==> config.mk <==
export PLATFORM = sky130hd
export DESIGN_NAME = lutram_fifo_ctrl
export DESIGN_NICKNAME = d
export VERILOG_FILES = /design/src/rtl/lutram_fifo_ctrl.sv
export SDC_FILE = /design/constraint.sdc
export NUM_CORES = 1
export LEC_CHECK = 0
export BUFFER_PORTS_ARGS = -buffer_cell sky130_fd_sc_hd__buf_2
export CAP_MARGIN = 15
export CORE_MARGIN = 4
export CORE_UTILIZATION = 41
export CTS_CLUSTER_SIZE = 12
export DETAILED_ROUTE_END_ITERATION = 8
export PLACE_DENSITY = 0.69
export SYNTH_ARGS = -nofsm -noshare
export SYNTH_HDL_FRONTEND = slang
export SYNTH_SLANG_ARGS = --single-unit
==> constraint.sdc <==
create_clock -name CLK -period 5.3 [get_ports CLK]
set_input_delay 0.265 -clock CLK [delete_from_list [all_inputs] [get_ports CLK]]
set_output_delay 0.265 -clock CLK [all_outputs]
set_load 0.005 [all_outputs]
==> src/rtl/lutram_fifo_ctrl.sv <==
// Purpose: 16x4 show-ahead FIFO controller driving an external TRELLIS_DPR16X4 LUTRAM.
// Latency: a word written at edge N is presented on out_data from the cycle after edge N.
// Backpressure: in_ready = !full from registered state only; out_valid = !empty; a refused write while full sets sticky ovf.
//
// Ports:
//   CLK, RST          sole clock (also the LUTRAM WCK) and synchronous active-high reset
//   flush             synchronous clear of pointers and count; ovf is kept
//   in_valid/in_ready/in_data     producer handshake and 4-bit write data
//   out_valid/out_ready/out_data  consumer handshake and 4-bit read data (from ram_do)
//   ram_wad/ram_di/ram_wre        LUTRAM write port (combinational)
//   ram_rad/ram_do                LUTRAM asynchronous read port
//   count, full, empty, afull, ovf  occupancy and status flags
module lutram_fifo_ctrl #(
  parameter int unsigned AFULL_LEVEL = 12
) (
  input  logic       CLK,
  input  logic       RST,
  input  logic       flush,
  input  logic       in_valid,
  output logic       in_ready,
  input  logic [3:0] in_data,
  output logic       out_valid,
  input  logic       out_ready,
  output logic [3:0] out_data,
  output logic [3:0] ram_wad,
  output logic [3:0] ram_di,
  output logic       ram_wre,
  output logic [3:0] ram_rad,
  input  logic [3:0] ram_do,
  output logic [4:0] count,
  output logic       full,
  output logic       empty,
  output logic       afull,
  output logic       ovf
);

  localparam logic [4:0] DEPTH    = 5'd16;
  localparam logic [4:0] AFULL_TH = 5'(AFULL_LEVEL);

  logic [3:0] wr_ptr, wr_ptr_nxt;
  logic [3:0] rd_ptr, rd_ptr_nxt;
  logic [4:0] count_q, count_nxt;
  logic       full_q, empty_q, afull_q, ovf_q;
  logic       wr_fire, rd_fire;

  // Handshakes depend only on registered flags, so there is no path from
  // out_ready to in_ready: a slot freed while full is writable next cycle.
  assign in_ready  = ~full_q;
  assign out_valid = ~empty_q;
  assign wr_fire   = in_valid & in_ready;
  assign rd_fire   = out_valid & out_ready;

  // rd_ptr == wr_ptr with a write only happens when empty, and then
  // out_valid is low, so out_data never shows the in-flight write.
  assign ram_wad  = wr_ptr;
  assign ram_di   = in_data;
  assign ram_wre  = wr_fire & ~RST;
  assign ram_rad  = rd_ptr;
  assign out_data = ram_do;

  assign count = count_q;
  assign full  = full_q;
  assign empty = empty_q;
  assign afull = afull_q;
  assign ovf   = ovf_q;

  // Next-state pointers and occupancy. Flush wins over any concurrent
  // transfer; a write in the flush cycle may still reach the RAM but the
  // pointers reset past it, so it is unreachable.
  always_comb begin
    wr_ptr_nxt = wr_ptr;
    rd_ptr_nxt = rd_ptr;
    count_nxt  = count_q;
    if (flush) begin
      wr_ptr_nxt = 4'd0;
      rd_ptr_nxt = 4'd0;
      count_nxt  = 5'd0;
    end else begin
      if (wr_fire) wr_ptr_nxt = wr_ptr + 4'd1;
      if (rd_fire) rd_ptr_nxt = rd_ptr + 4'd1;
      case ({wr_fire, rd_fire})
        2'b10:   count_nxt = count_q + 5'd1;
        2'b01:   count_nxt = count_q - 5'd1;
        default: count_nxt = count_q;
      endcase
    end
  end

  // Status flags are decoded from the next count and registered, so they
  // come straight from flops and cannot glitch within a cycle.
  always_ff @(posedge CLK) begin
    if (RST) begin
      wr_ptr  <= 4'd0;
      rd_ptr  <= 4'd0;
      count_q <= 5'd0;
      full_q  <= 1'b0;
      empty_q <= 1'b1;
      afull_q <= 1'b0;
      ovf_q   <= 1'b0;
    end else begin
      wr_ptr  <= wr_ptr_nxt;
      rd_ptr  <= rd_ptr_nxt;
      count_q <= count_nxt;
      full_q  <= (count_nxt == DEPTH);
      empty_q <= (count_nxt == 5'd0);
      afull_q <= (count_nxt >= AFULL_TH);
      // Sticky: only RST clears it, flush leaves it alone.
      if (in_valid && full_q) ovf_q <= 1'b1;
    end
  end

endmodule

* After elaboration in Yosys (flattened, before gate mapping)
Index checks and enable logic that the tools add are counted.
** Cells by class
- $mul :: 0
- Reductions and logical operators :: 3
- Multiplexer cells :: 2
- Equal/unequal tests :: 3
- Magnitude comparators :: 1
- Bitwise gates (word level) :: 6
- Div/mod/pow operators :: 0
- $add $sub $neg :: 4
- Shift operators :: 0
** Operators with widths (count)
- $pmux 5 s2 :: 1
- $add 4x1->4 const B :: 2
- $add 5x1->5 const B :: 1
- $eq 5x5->1 const B :: 1
- $ge 5x4->1 const B :: 1
- $logic_not 5->1 :: 1
- $mux 5 :: 1
- $sub 5x1->5 const B :: 1
- $and 1x1->1 :: 3
- $not 1->1 :: 3
- $eq 2x1->1 const B :: 1
- $eq 2x2->1 const B :: 1
- $reduce_or 2->1 :: 1
- $logic_and 1x1->1 :: 1
** Word-level totals
- Latch bits :: 0
- Memories kept :: 0
- Bits in writable memories :: 0
- Bits in read-only memories :: 0
- Output and inout port bits :: 28
- Register bits after elaboration :: 17

* Logic depth before layout (Yosys ltp)
Gate-level depths: netlist (run 1).
- Depth in word-level cells :: 6
- Mapped depth :: 11

* Least setup slack after synthesis (run 1)
No wires, ideal clock.
- Kind :: register -> register
- Start point :: register full_q, in the netlist full
- End point :: register full_q, in the netlist full
- Required time :: 5212 ps
- Arrival time :: 2123 ps
- Setup slack :: 3088 ps
- Buffers on the path :: 1
- Library setup time :: 88 ps
- Cell stages (with the launch flop) :: 12
- Cell sequence :: dfxtp_1 -> nor2b_2 -> buf_6 -> nor2_2 -> xnor2_1 -> ha_1 -> a21o_1 -> nand3_1 -> or3b_1 -> xnor2_1 -> a21oi_1 -> nor4bb_4
** On the way
- Word-level cells in the longest chain between the ends :: 6
** Ends and longest elaborated chain
- from (decl) :: line 43 : logic full_q, empty_q, afull_q, ovf_q;
- from (signal assigned) :: line 104 : full_q <= (count_nxt == DEPTH);
- $not 1->1 (*) :: line 48 : assign in_ready = ~full_q;
- $and 1x1->1 (*) :: line 50 : assign wr_fire = in_valid & in_ready;
- $eq 2x1->1 or $eq 2x2->1 (tied branches) :: line 81 : case ({wr_fire, rd_fire})
- $pmux 5 s2 (*) :: line 81
- $mux 5 (*) :: line 74 : if (flush) begin
- $eq 5x5->1 (*) :: line 104
Mark *: on every way between the ends. The rest lies on a longest branch, timed or not.
A chain may end at the register's enable or synchronous reset.

* Worst setup path after layout (run 1)
Ends and elaborated chain as after synthesis.

==> flow_metrics.tcl, run 1 <==
set metrics [dict create \
    outcome "finished, final reports clean" \
    antenna_left 0 \
    slew_violations 0 \
    setup_slack_ps 2750 \
    gp_congestion 0.801 \
    grt_overflow 0 \
    multi_input_area_sq_um 519 \
    area_growth_syn_to_layout_pct 8.38 \
    regArea_sq_um 340 \
    synth_largest_area_cell "dfxtp_1" \
    tightest_slew_ps 447 \
    crit_buf_inv 0 \
    hp-start "RST" \
    hold_depth 2 \
    synthArstFlopShare_pct 0 \
    place_area_sq_mm 0.00104 \
    grt_usage_pct 11.5 \
    clock.fmax_ghz 0.392 \
    drt-pass1-iter-count 4 \
    finClkSkew_ps 3.30 \
    hold_class "input port to flop" \
    place_inst 148 \
    fillers 235 \
    place_ws_ps 2760 \
    holdWs_ps 144 \
    cpPeakStageDelay_ps 390 \
    endpoint_kind "flop" \
    io_pins 41 \
    worstPathMaxFanout 8 \
    startpoint "full$_SDFF_PP0_" \
    initialDrtViolationCount 31 \
    drv_cap 0 \
    wl_per_cell_microns 12.4 \
    antenna_found_initial 0 \
    crit_path_cell_trace "nor2b_2 > nor2_2 > xnor2_1 > ha_1 > a21o_1 > nand3_1 > or3b_1 > xnor2_1 > a21oi_1 > nor4bb_4" \
    drive_gt1_share_pct 32.3 \
    tns_ps 0 \
    diodes 0 \
    cts_tree "built" \
    clock_sinks 17 \
    layout.nets 142 \
    reg2reg_from "full$_SDFF_PP0_" \
    first_global_vias 687 \
    cts_inserted_buffers 3 \
    insertion_delay_ps 290 \
    dr_total_vias 786 \
    peakVddDrop_uv 134 \
    worstSetupPathType "flop to flop" \
    rows 17 \
    clk_path_buf_depth 2 \
    leakagePower_nw 0.486 \
    grt_pass1_wl_microns 3020 \
    synth.most_common_cell "dfxtp_1" \
    crit_family "simple AND/OR/NAND/NOR gates" \
    min_to "ovf$_SDFFE_PP0P_" \
    yosysSeqAreaShare_pct 34.5 \
    worstPathArrival_ps 2760 \
    htree_levels 1 \
    die_w_microns 57.0 \
    power.total_mw 0.234 \
    setup_violations 0 \
    synth_edf_count 0 \
    netlist_instances 110 \
    path_clk_slew_ps 90 \
    syn-num-nets 127 \
    cts_setup_buffers 0 \
    ys.warnings.count 0 \
    worstRegToRegCells 10 \
    netlist_top_cells_count "17 x dfxtp_1, 16 x nor2_1, 8 x buf_4, 8 x nand2_1, 7 x a21oi_1" \
    cts_resized 0 \
    initial_utilization_pct 43.7 \
    synth_ff_type "dfxtp_1" \
    synth_area_sq_um 986 \
    fin_crit_sh_pct 48.1 \
    syn_avg_cell_area_sq_um 8.96 \
    fin_util_pct 47.4 \
    finalHoldViolations 0 \
    via_per_inst 5.17 \
    grt_max_degree 17 \
    maxSlewHeadroom_pct 70.0 \
    fin_cells 152 \
    drc_errors 0 \
    postCtsHoldBufs 0 \
    drt-total-wl_microns 1890 \
    powerDensity_mw_per_mm2 219 \
    r2r_slack_ps 2750 \
    yosys.cell_types.count 39 \
    worstReg2RegEnd "full$_SDFF_PP0_" \
    die-area_sq_mm 0.00325 \
    synth_top_area_share_pct 34.5 \
    cp_data_required_time_ps 5520 \
    finalInstanceArea_sq_mm 0.00107 \
    crit_path_frequent_cell "xnor2_1" \
    rsz0062_at_grt "false" \
    ys_ff_latch 17 \
    cp_slowest_cell "nor2b_2" \
    die_y_microns 57.0 \
    start_kind "flop" \
    synth.area.top_cells "dfxtp_1 35%, buf_4 6.1%, nor2_1 6.1%" \
    min_period_ps 2550 \
    io_buffers 24 \
    core_area_sq_mm 0.00225 \
    root_buffer "clkbuf_4" \
    dp_hpwl_microns 1430 \
]
-- cell usage in the layout (no fill, tap or decap), types with 2 or more instances in the layout --
cell type,instances
xnor2_1,4
nand4_1,3
clkbuf_4,3
o21ai_0,2
dfxtp_1,17
ha_1,4
xor2_1,5
a21oi_1,7
nor4_1,2
buf_2,24
nor2_1,16
nand2_1,8
inv_1,4
-- power by group --
| part | internal, mW | switching [mW] |
|---|---|---|
| sequential | 0.130 | 0.00287 |
| clock | 0.0293 | 0.0399 |
| combinational | 0.0141 | 0.0175 |
| total | 0.173 | 0.0602 |
-- metal layers --
metal	wire length (microns)	up-vias	part of all wire [%]	GRT usage [%]
li1	-	389	-	-
met1	870	360	46	14.7
met2	848	34	45	18.1
met3	158	3	8.4	4.52
met4	13	0	0.69	2.65
met5	0	-	0	0
-- registers in the layout, indices dropped and copies added (netlist names) --
name,count
afull,1
count,5
empty,1
full,1
ovf,1
ram_wad,4
ram_rad,4
-- cell type report --
class	count	share of cell area (%)
Tap cell	28	3.28
Timing Repair Buffer	24	11.2
Inverter	6	2.58
Multi-Input combinational cell	73	48.6
Clock buffer	4	2.46
Sequential cell	17	31.9
-- kinds of logic after synthesis --
kind of cell	synth area share (%)
xor gates and xnor gates	9.64
AOI/OAI and AO/OA	13.3
adders and majority gates	5.08
and+or+nand+nor	23.6
buffers and inverters	12.8
DFF	34.5
muxes	1.02
-- worst max-delay path by stage --
stage | end | slack, ps | cells after the start
4_1_cts | full$_SDFF_PP0_ | 2760 | 10
2_1_floorplan | full$_SDFF_PP0_ | 3090 | 11
3_3_place_gp | full$_SDFF_PP0_ | 2800 | 11
3_5_place_dp | full$_SDFF_PP0_ | 2760 | 11
6_report | full$_SDFF_PP0_ | 2750 | 10
5_1_grt | full$_SDFF_PP0_ | 2560 | 10
Power figures use the tool's default switching activity.
==> run 2: changes to the inputs <==
Settings changed: PLACE_DENSITY 0.69 to 0.72.
Clock period 5.3 ns to 2.2 ns, I/O delays scaled along.
==> run 2 against run 1 <==
Net effect: utilization is 8.4 points higher; cell area is 18% higher; non-clock buffer count is 17 higher; via count is 10% higher; final cell count is 11% higher; maximum frequency is 17% higher; clock skew is 1.3 ps lower; clock-buffer cell count stayed put; global-route usage is 2.3 points higher.
==> flow_metrics.tcl, run 2 (same netlist as run 1, synthesis figures left out) <==
set metrics [dict create \
    outcome "finished, final reports clean" \
    hold_class "input port to flop" \
    clock_sinks 17 \
    setup_slack_ps 23.9 \
    root_buffer "clkbuf_4" \
    tns_ps 0 \
    grt_pass1_wl_microns 3540 \
    rows 17 \
    die-area_sq_mm 0.00325 \
    worstPathArrival_ps 2390 \
    clock.fmax_ghz 0.460 \
    setup_violations 0 \
    finClkSkew_ps 1.97 \
    gp_congestion 0.855 \
    crit_family "simple AND/OR/NAND/NOR gates" \
    insertion_delay_ps 290 \
    cp_data_required_time_ps 2410 \
    die_y_microns 57.0 \
    start_kind "flop" \
    place_ws_ps -92.3 \
    fin_crit_sh_pct 98.9 \
    rsz0062_at_grt "true" \
    slew_violations 0 \
    cpPeakStageDelay_ps 380 \
    grt_max_degree 17 \
    htree_levels 1 \
    drt-total-wl_microns 2320 \
    clk_path_buf_depth 2 \
    crit_path_cell_trace "nor2b_4 > buf_6 > inv_6 > ha_2 > or3_4 > a211oi_2 > nor4_2 > buf_4 > nor2_4 > nor4bb_4" \
    io_pins 41 \
    drt-pass1-iter-count 4 \
    grt_overflow 0 \
    peakVddDrop_uv 510 \
    grtUsageMet2_pct 24.6 \
    power.total_mw 0.594 \
    first_global_vias 821 \
    grt-busiest-layer "met2" \
    antenna_found_initial 0 \
    final_common_cell "buf_2" \
    die_w_microns 57.0 \
    layout.nets 159 \
    met3_usage_pct 4.75 \
    finalHoldViolations 0 \
    io_buffers 24 \
    worstPathMaxFanout 3 \
    endpoint_kind "flop" \
    grt_usage_pct 13.7 \
    cp_slowest_cell "or3_4" \
    finalInstanceArea_sq_mm 0.00126 \
    dp_hpwl_microns 1540 \
    drive_gt1_share_pct 47.5 \
    maxSlewHeadroom_pct 72.7 \
    crit_buf_inv 3 \
    path_clk_slew_ps 90 \
    drc_errors 0 \
    final_cell_mix "24 x buf_2, 15 x nor2_1, 15 x dfxtp_1, 15 x buf_4, 8 x nand2_1" \
    wl_per_cell_microns 13.7 \
    place_area_sq_mm 0.00113 \
    initialDrtViolationCount 23 \
    tightest_slew_ps 409 \
    fin_util_pct 55.8 \
    diodes 0 \
    via_per_inst 5.12 \
    min_period_ps 2180 \
    powerDensity_mw_per_mm2 472 \
    core_area_sq_mm 0.00225 \
    cts_tree "built" \
    worstSetupPathType "flop to flop" \
    area_growth_syn_to_layout_pct 27.7 \
    antenna_left 0 \
    initial_utilization_pct 43.7 \
    drv_cap 0 \
    largest_reg_flops 5 \
    cts_inserted_buffers 3 \
    dr_total_vias 865 \
    leakagePower_nw 0.596 \
    met1_usage_pct 14.4 \
]
[run 2: changes by cell type in the layout (fill, tap and decap cells not counted), moves of 2 or more]
| cell | before | now |
|---|---|---|
| dfxtp_1 | 17 | 15 |
| ha_1 | 4 | 2 |
| nor2_4 | 0 | 2 |
| dfxtp_2 | 0 | 2 |
| buf_4 | 0 | 15 |
| ha_2 | 0 | 2 |
[run 2: final timing paths]
| kind | startpoint | to | slack [ps] | depth (start not counted) |
|---|---|---|---|---|
| worst max-delay path | full$_SDFF_PP0_ | full$_SDFF_PP0_ | 20 | 10 |
| worst min-delay path | in_valid | ovf$_SDFFE_PP0P_ | 60 | 3 |
| worst max register to register | full$_SDFF_PP0_ | full$_SDFF_PP0_ | 20 | 10 |
| worst min register to register | ovf$_SDFFE_PP0P_ | ovf$_SDFFE_PP0P_ | 480 | 2 |
[run 2: area by class of cell]
type                            instances  area [sq um]
Inverter                                6          27.5
Fill cell                             214           996
Timing Repair Buffer                   41           254
Sequential cell                        17           343
Clock buffer                            4          26.3
Tap cell                               28          35.0
Multi-Input combinational cell         73           573
[run 2: worst min-delay path, cell delays in order]
cell	delay, ps
buf_2	90
a21oi_1	50
nor2_1	70
[run 2: power by group]
part / switching, mW / total [mW] / leakage, nW / internal [mW]
Clock: 0.0975 / 0.168 / 0.0150 / 0.0707
Sequential: 0.00689 / 0.321 / 0.138 / 0.314
Combinational: 0.0515 / 0.105 / 0.443 / 0.0534
Total: 0.156 / 0.594 / 0.596 / 0.438
[run 2: per-layer routing]
layer,vias to the layer above,routed length (microns)
met5,-,0
met3,4,176
met2,32,1200
met1,407,928
li1,422,-
met4,0,18
[run 2: timing repair]
item                                   4_1_cts  5_1_grt
endpoints found under the hold margin        1        0
hold buffers                                 1        0
setup endpoints to repair                    2        4
setup buffers                                1        4
gates resized for setup                      5        9
pin swaps                                    1        6
[run 2: metrics by stage]
| step | instances | hold WS, ps |
|---|---|---|
| 2_1_floorplan | 110 | 182 |
| 3_3_place_gp | 159 | 220 |
| 3_5_place_dp | 159 | 220 |
| 4_1_cts | 165 | 56.2 |
| 5_1_grt | 169 | 82.9 |
| 6_report | 169 | 57.7 |
==> run 3: changes to the inputs <==
Settings changed: GPL_ROUTABILITY_DRIVEN set to 0, PLACE_DENSITY 0.72 to 0.69.
Clock period 2.2 ns to 2.55 ns, I/O delays scaled along.
==> run 3 against run 2 <==
Net effect: non-clock buffer count is 15 lower; global-route usage is 2.0 points lower; total power is 17% lower; cell area is 13% lower; maximum frequency is 9.2% lower; worst hold slack better by 30 ps; combinational power is 35% lower; clock power is 12% lower.
==> flow_metrics.tcl, run 3 (same netlist as run 1, synthesis figures left out) <==
set metrics [dict create \
    rows 17 \
    largest_reg_flops 5 \
    initialDrtViolationCount 20 \
    clock.fmax_ghz 0.417 \
    diodes 0 \
    crit_path_frequent_cell "xnor2_1" \
    initial_utilization_pct 43.7 \
    slew_violations 0 \
    final_cell_mix "24 x buf_2, 17 x dfxtp_1, 16 x nor2_1, 8 x nand2_1, 7 x a21oi_1" \
    finClkSkew_ps 1.86 \
    worstSetupPathType "flop to flop" \
    drt-total-wl_microns 1930 \
    first_global_vias 658 \
    via_per_inst 5.09 \
    hold_class "input port to flop" \
    maxSlewHeadroom_pct 72.7 \
    dr_total_vias 784 \
    r2r_slack_ps 150 \
    endpoint_kind "flop" \
    antenna_left 0 \
    antenna_found_initial 0 \
    min_period_ps 2400 \
    die-area_sq_mm 0.00325 \
    final_common_cell "buf_2" \
    path_clk_slew_ps 100 \
    fin_crit_sh_pct 94.0 \
    cp.depth 10 \
    drt-pass1-iter-count 4 \
    rsz0062_at_grt "false" \
    hp-start "in_valid" \
    io_pins 41 \
    cts_tree "built" \
    wl_per_cell_microns 12.5 \
    tns_ps 0 \
    grt_pass1_wl_microns 2980 \
    setup_violations 0 \
    io_buffers 24 \
    htree_levels 1 \
    root_buffer "clkbuf_4" \
    insertion_delay_ps 300 \
    leakagePower_nw 0.502 \
    crit_family "simple AND/OR/NAND/NOR gates" \
    holdWs_ps 87.4 \
    grt_overflow 0 \
    tightest_slew_ps 404 \
    start_kind "flop" \
    powerDensity_mw_per_mm2 451 \
    die_y_microns 57.0 \
    grt_max_degree 17 \
    grt_usage_pct 11.8 \
    worstPathMaxFanout 5 \
    crit_buf_inv 0 \
    fin_util_pct 48.4 \
    area_growth_syn_to_layout_pct 10.8 \
    hold_depth 3 \
    highest_layer "met4" \
    drv_cap 0 \
    drc_errors 0 \
    outcome "finished, final reports clean" \
    cp_slowest_cell "dfxtp_1" \
    clk_path_buf_depth 2 \
    peakVddDrop_uv 300 \
    layout.nets 144 \
    dp_hpwl_microns 1400 \
    reg2reg_from "full$_SDFF_PP0_" \
    met1Wirelength_microns 899 \
    core_area_sq_mm 0.00225 \
    cp_data_required_time_ps 2770 \
    cts_inserted_buffers 3 \
    crit_path_cell_trace "nor2b_4 > nor2_2 > xnor2_1 > ha_1 > a21o_1 > nand3_1 > or3b_1 > xnor2_1 > a21oi_1 > nor4bb_4" \
    fillers 232 \
    startpoint "full$_SDFF_PP0_" \
    wl_met3_microns 123 \
    clock_sinks 17 \
    worstPathArrival_ps 2620 \
    finalHoldViolations 0 \
    cpPeakStageDelay_ps 370 \
    worstRegToRegCells 10 \
    die_w_microns 57.0 \
    drive_gt1_share_pct 33.3 \
    wl_met2_microns 882 \
]
run 3: power by group:
group,internal (mW),total [mW],switching [mW],leakage (nW)
clock network,0.0585,0.148,0.0891,0.0177
logic,0.0318,0.0682,0.0365,0.347
registers,0.270,0.276,0.00601,0.138
total,0.361,0.492,0.132,0.502
run 3: worst paths after layout:
check | endpoint
max | full$_SDFF_PP0_
min | ovf$_SDFFE_PP0P_
max reg2reg | full$_SDFF_PP0_
min reg2reg | ovf$_SDFFE_PP0P_
run 3: repair_timing:
action	CTS	global route
hold buffers	1	0
resized for setup	0	1
endpoints found under the setup margin	0	3
buffers inserted	0	0
endpoints found under the hold margin	1	0
run 3: metrics by stage:
step	instances	total power, mW	instance area, sq um	worst slack [ps]
global placement	149	0.348	1050	211
CTS	154	0.496	1090	77.2
finish	154	0.492	1090	154
global route	154	0.518	1090	12.9
detailed placement	149	0.348	1050	118
floorplan	110	0.343	986	338
run 3: area by class of cell:
class / instances / area, sq um / area share (%)
repair buffers: 26 / 138 / 12.6
well taps: 28 / 35.0 / 3.21
flip-flops and latches: 17 / 340 / 31.2
multi-input cells: 73 / 524 / 48.0
clock buffers: 3 / 22.5 / 2.06
inverters: 6 / 27.5 / 2.52
clock inverters: 1 / 5.00 / 0.458
run 3: layer usage:
layer,GRT usage [%],up-vias
met5,0,-
met4,3.97,0
met3,5.43,3
met2,17.8,27
met1,14.7,359
li1,-,395
run 3: worst register-to-register path, delay by kind of cell, from the launching register on:
family,cells,cell delay (ps)
compound gates,2,380
xor+xnor,2,320
fa+ha+maj,1,210
flops,1,370
simple gates,5,1050
